File: config.mk
export PLATFORM = sky130hd
export DESIGN_NAME = fifo_packer
export DESIGN_NICKNAME = d
export VERILOG_FILES = /design/src/rtl/fifo_packer.sv
export SDC_FILE = /design/constraint.sdc
export NUM_CORES = 1
export LEC_CHECK = 0
export ABC_AREA = 1
export CAP_MARGIN = 10
export CELL_PAD_IN_SITES_DETAIL_PLACEMENT = 0
export CELL_PAD_IN_SITES_GLOBAL_PLACEMENT = 1
export CORE_ASPECT_RATIO = 0.75
export CORE_MARGIN = 4
export CORE_UTILIZATION = 35
export CTS_CLUSTER_SIZE = 20
export DETAILED_ROUTE_END_ITERATION = 8
export PLACE_DENSITY_LB_ADDON = 0.2
export SLEW_MARGIN = 20
export SYNTH_ARGS = -nofsm -noshare
export SYNTH_HDL_FRONTEND = slang
export SYNTH_SLANG_ARGS = --single-unit
export TNS_END_PERCENT = 5
File: constraint.sdc
create_clock -name clk -period 1.4 [get_ports clk]
set_input_delay 0.42 -clock clk [delete_from_list [all_inputs] [get_ports clk]]
set_output_delay 0.42 -clock clk [all_outputs]
set_load 0.01 [all_outputs]
File: src/rtl/fifo_packer.sv
// Pairs a byte stream into 16-bit words and writes them to a FIFO through a one-entry holding register.
// Optional inter-byte timeout resync is enabled by defining FIFO_PACKER_TIMEOUT_EN.
//
// state      | meaning
// -----------+---------------------------------------------
// IDLE       | no byte held, next byte is the first of a pair
// HAVE_FIRST | first byte held, waiting for the second
module fifo_packer #(
    parameter int MSB_FIRST = 1,
    parameter int TIMEOUT   = 1024
) (
    input  logic        clk,
    input  logic        rst,
    input  logic        i_valid,
    input  logic [7:0]  i_data,
    input  logic        fifo_full,
    output logic        o_wr_en,
    output logic [15:0] o_data,
    output logic        o_busy,
    output logic        o_drop,
    output logic [7:0]  o_drop_cnt,
    output logic        o_resync
);

    typedef enum logic {IDLE, HAVE_FIRST} state_t;

    state_t      state, state_nxt;
    logic [7:0]  first_q;
    logic        pending;
    logic        word_done;
    logic        timeout_hit;
    logic        drop_now;
    logic [15:0] word;

    if (TIMEOUT < 2) begin : g_timeout_check
        $error("fifo_packer: TIMEOUT must be >= 2");
    end

    assign word     = (MSB_FIRST != 0) ? {first_q, i_data} : {i_data, first_q};
    assign o_wr_en  = pending & ~fifo_full;
    assign o_busy   = (state == HAVE_FIRST);
    assign drop_now = word_done & pending & ~o_wr_en;

    always_comb begin
        state_nxt = state;
        word_done = 1'b0;
        case (state)
            IDLE: begin
                if (i_valid) state_nxt = HAVE_FIRST;
            end
            HAVE_FIRST: begin
                if (i_valid) begin
                    state_nxt = IDLE;
                    word_done = 1'b1;
                end else if (timeout_hit) begin
                    state_nxt = IDLE;
                end
            end
            default: state_nxt = IDLE;
        endcase
    end

    always_ff @(posedge clk or negedge rst) begin
        if (!rst) begin
            state   <= IDLE;
            first_q <= 8'h00;
        end else begin
            state <= state_nxt;
            if (state == IDLE && i_valid) first_q <= i_data;
        end
    end

    // A word may enter the holding register in the same cycle the previous one leaves it.
    always_ff @(posedge clk or negedge rst) begin
        if (!rst) begin
            pending    <= 1'b0;
            o_data     <= 16'h0000;
            o_drop     <= 1'b0;
            o_drop_cnt <= 8'h00;
        end else begin
            o_drop <= drop_now;
            if (word_done && (!pending || o_wr_en)) begin
                pending <= 1'b1;
                o_data  <= word;
            end else if (o_wr_en) begin
                pending <= 1'b0;
            end
            if (drop_now && o_drop_cnt != 8'hFF) o_drop_cnt <= o_drop_cnt + 8'h01;
        end
    end

`ifdef FIFO_PACKER_TIMEOUT_EN
    localparam int TW = $clog2(TIMEOUT);

    logic [TW-1:0] timer;
    logic          timer_tc;

    // Loaded with TIMEOUT-1 on the first byte; the terminal count is the last edge the pair may complete on.
    assign timer_tc    = (timer == '0);
    assign timeout_hit = timer_tc;

    always_ff @(posedge clk or negedge rst) begin
        if (!rst) begin
            timer    <= '0;
            o_resync <= 1'b0;
        end else begin
            o_resync <= (state == HAVE_FIRST) && !i_valid && timer_tc;
            if (state == IDLE && i_valid)
                timer <= TW'(TIMEOUT - 1);
            else if (state == HAVE_FIRST && !i_valid && !timer_tc)
                timer <= timer - 1'b1;
        end
    end
`else
    assign timeout_hit = 1'b0;
    assign o_resync    = 1'b0;
`endif

endmodule
==> flow_summary.yaml <==
status:
  outcome: "complete, no violations"
floorplanning:
  rows: 20
  core_um2: 4130
  die_h_um: 65.4
  dieWidth_um: 84.5
  die_area_um2: 5520
  start_util_pct: 37.2
  io_pins: 40
worst_setup_path:
  start_kind: "register"
  cp.arrival_ns: 0.95
  path_buf_inv: 1
  cp_top_family: "flip-flops"
  critPathSlowestCell: "dfrtp_1"
  r2r-start: "o_drop_cnt[0]"
  cp.required_ns: 0.98
  critPathMaxStageDelay_ns: 0.41
  endpoint_kind: "primary output"
  crit_type: "reg2out"
  path_cells: "clkdlybuf4s15_1"
  critPathMaxFanout: 3
  cp-startpoint: "o_busy"
finish:
  stdcell_area_um2: 2230
  synthToLayoutAreaGrowth_pct: 45.6
  drive_gt1_share_pct: 17.5
  finish.net_count: 242
  antennaDiodeCount: 0
global_routing:
  grt_pass1_wl_mm: 5.91
  grt_util_all_layers_pct: 13.8
  grt_overflow_total: 0
  grt_pass1_vias: 1266
  grt_start_max_net_pins: 36
  antenna_found_initial: 0
clock_network:
  cts_tree: "built"
  cts_buffers: 5
  cts-htree-levels: 2
  cts-root-buf: "clkbuf_8"
  cts_setup_buffers: 0
  clock_sinks: 35
  hold_buffers: 0
  clk_transition_reported_paths_ns: 0.07
  insertion_delay_ns: 0.29
  cts_max_path_buffers: 2
power:
  p_leak_uw: 0.00112
  intPower_uw: 2840
  power_density_nw_per_um2: 1870
  share_comb_of_total_power_pct: 35.8
  swShare_pct: 32.2
  p_sw_uw: 1350
  max-vdd-ir-drop_v: 0.000924
  p_seq_share_pct: 38.2
  power_frac_clock_pct: 26.0
flow_run:
  max_cap_viol_count: 0
drt:
  via_per_inst: 4.45
  first_pass_iters: 4
  wl_per_cell_um: 12.1
  wirelength_mm: 3.42
  drc_errors: 0
  drtIter0Drc: 67
  vias: 1260
  drtAntennaViolNets: 0
yosys:
  synth_cells: 172
  yosysWarnings: 0
  ys_ff_latch: 35
  seq_area_frac_synth_pct: 57.0
  synth_cell_type_count: 24
  avgSynthCellArea_um2: 8.93
  synth_nets: 187
  syn-cell-area_um2: 1540
timing:
  hold_viol_final: 0
  period_share_pct: 98.2
  whs_ns: 0.470
  max_freq_ghz: 0.728
  final_max_slew_viol_count: 0
  setup_viol_count_final: 0
  skew_ns: 0.00677
  rsz0062_at_grt: "yes"
  min_period_ns: 1.37
min_path:
  hp-start: "o_data[7]"
  hold_path_class: "reg2reg"
placed_design:
  place_congestion: 0.751
  post-dp-hpwl_mm: 2.48
  dpl_cell_area_um2: 2090
  io_buffers: 38
==> state kept, by name, indices dropped and copies added, names as in the netlist <==
register	count
o_drop	1
o_busy	1
first_q	8
pending	1
o_drop_cnt	8
o_data	16
==> power groups by stage <==
stage               sequential (uW)  combinational, uW  clock (uW)
floorplan                      1730                606           0
global placement               1590               1630           0
detailed placement             1620               1650           0
CTS                            1590               1480        1100
global route                   1650               1690        1160
finish                         1600               1500        1090
==> routing by layer <==
| layer | up-vias | routed length (um) | track usage (%) |
|---|---|---|---|
| li1 | 652 | - | - |
| met1 | 563 | 1820 | 19.6 |
| met2 | 39 | 1310 | 19.4 |
| met3 | 6 | 236 | 4.39 |
| met4 | 0 | 54 | 5.93 |
| met5 | - | 0 | 0 |
==> cell type report <==
cell class / instances / area [um^2]
clock buffers: 6 / 72.6
fillers: 391 / 1890
inverters: 20 / 80.1
flip-flops and latches: 35 / 876
multi-input cells: 111 / 566
repair buffers: 54 / 512
well taps: 55 / 68.8
clock inverters: 2 / 60.1
==> cell usage after synthesis <==
| library cell | number | area [um^2] |
|---|---|---|
| inv_4 | 1 | 6.26 |
| xnor2_1 | 1 | 8.76 |
| buf_4 | 3 | 22.5 |
| nand3b_1 | 1 | 7.51 |
| inv_2 | 1 | 3.75 |
| inv_1 | 17 | 63.8 |
| nand2_2 | 3 | 18.8 |
| conb_1 | 1 | 3.75 |
| ha_1 | 3 | 37.5 |
| o21ai_0 | 8 | 40.0 |
| nand3_2 | 1 | 10.0 |
| nor2_2 | 1 | 6.26 |
| nand3_1 | 16 | 80.1 |
| nor2_4 | 1 | 11.3 |
| nand2_4 | 2 | 22.5 |
| clkbuf_1 | 1 | 3.75 |
| nand2_1 | 55 | 206 |
| dfrtp_1 | 35 | 876 |
| nor2_1 | 5 | 18.8 |
| clkinv_1 | 1 | 3.75 |
| nand4_1 | 4 | 25.0 |
| o21ai_1 | 8 | 40.0 |
| buf_2 | 2 | 10.0 |
| o21ai_2 | 1 | 8.76 |
==> cells by family (layout without fill, tap and decap cells) <==
| group | Yosys count | in the layout | synth area share [%] |
|---|---|---|---|
| AOI/OAI and AO/OA | 17 | 17 | 5.79 |
| xor gates and xnor gates | 1 | 1 | 0.571 |
| adders and majority gates | 3 | 3 | 2.45 |
| buffers and inverters | 26 | 82 | 7.42 |
| DFF | 35 | 35 | 57.0 |
| other | 1 | 1 | 0.244 |
| and+or+nand+nor | 89 | 89 | 26.5 |
==> worst paths after layout <==
kind / slack [ns] / cells after the start / endpoint
hold reg to reg: 0.47 / 2 / o_data[7]
setup / recovery: 0.03 / 1 / o_busy
min in group asynchronous: 0.49 / 2 / pending
hold / removal: 0.47 / 2 / o_data[7]
setup reg to reg: 0.16 / 7 / o_drop_cnt[2]
max in group asynchronous: 0.73 / 2 / o_drop_cnt[2]
==> layout by cell type, fill, tap and decap left out, types with 2 or more instances in the layout <==
cell / count
buf_12: 2
buf_4: 14
bufinv_16: 2
clkbuf_8: 5
clkdlybuf4s15_1: 21
clkdlybuf4s50_1: 9
dfrtp_1: 35
dlygate4sd2_1: 5
inv_1: 17
nand2_1: 54
nand2_2: 4
nand2_4: 2
nand3_1: 16
nand4_1: 4
nor2_1: 4
nor2_2: 2
o21ai_0: 8
o21ai_1: 8
==> per-stage QoR <==
stage	util (%)	TNS (ns)	instances	setup WS [ns]	power (uW)
floorplan	-	0	172	0.152	2340
global placement	50.7	-9.49	275	-0.503	3220
detailed placement	50.7	-10.70	275	-0.521	3270
CTS	53.1	-0.141	283	-0.0336	4160
global route	54.1	-0.0443	283	-0.0292	4500
finish	54.1	0	283	0.0257	4190
==> timing repair <==
action,4_1_cts,5_1_grt
pin swaps,2,1
gates resized for setup,35,26
endpoints found under the setup margin,36,46
hold endpoints to repair,0,0
Note: power is estimated with default switching activity, not from simulation.
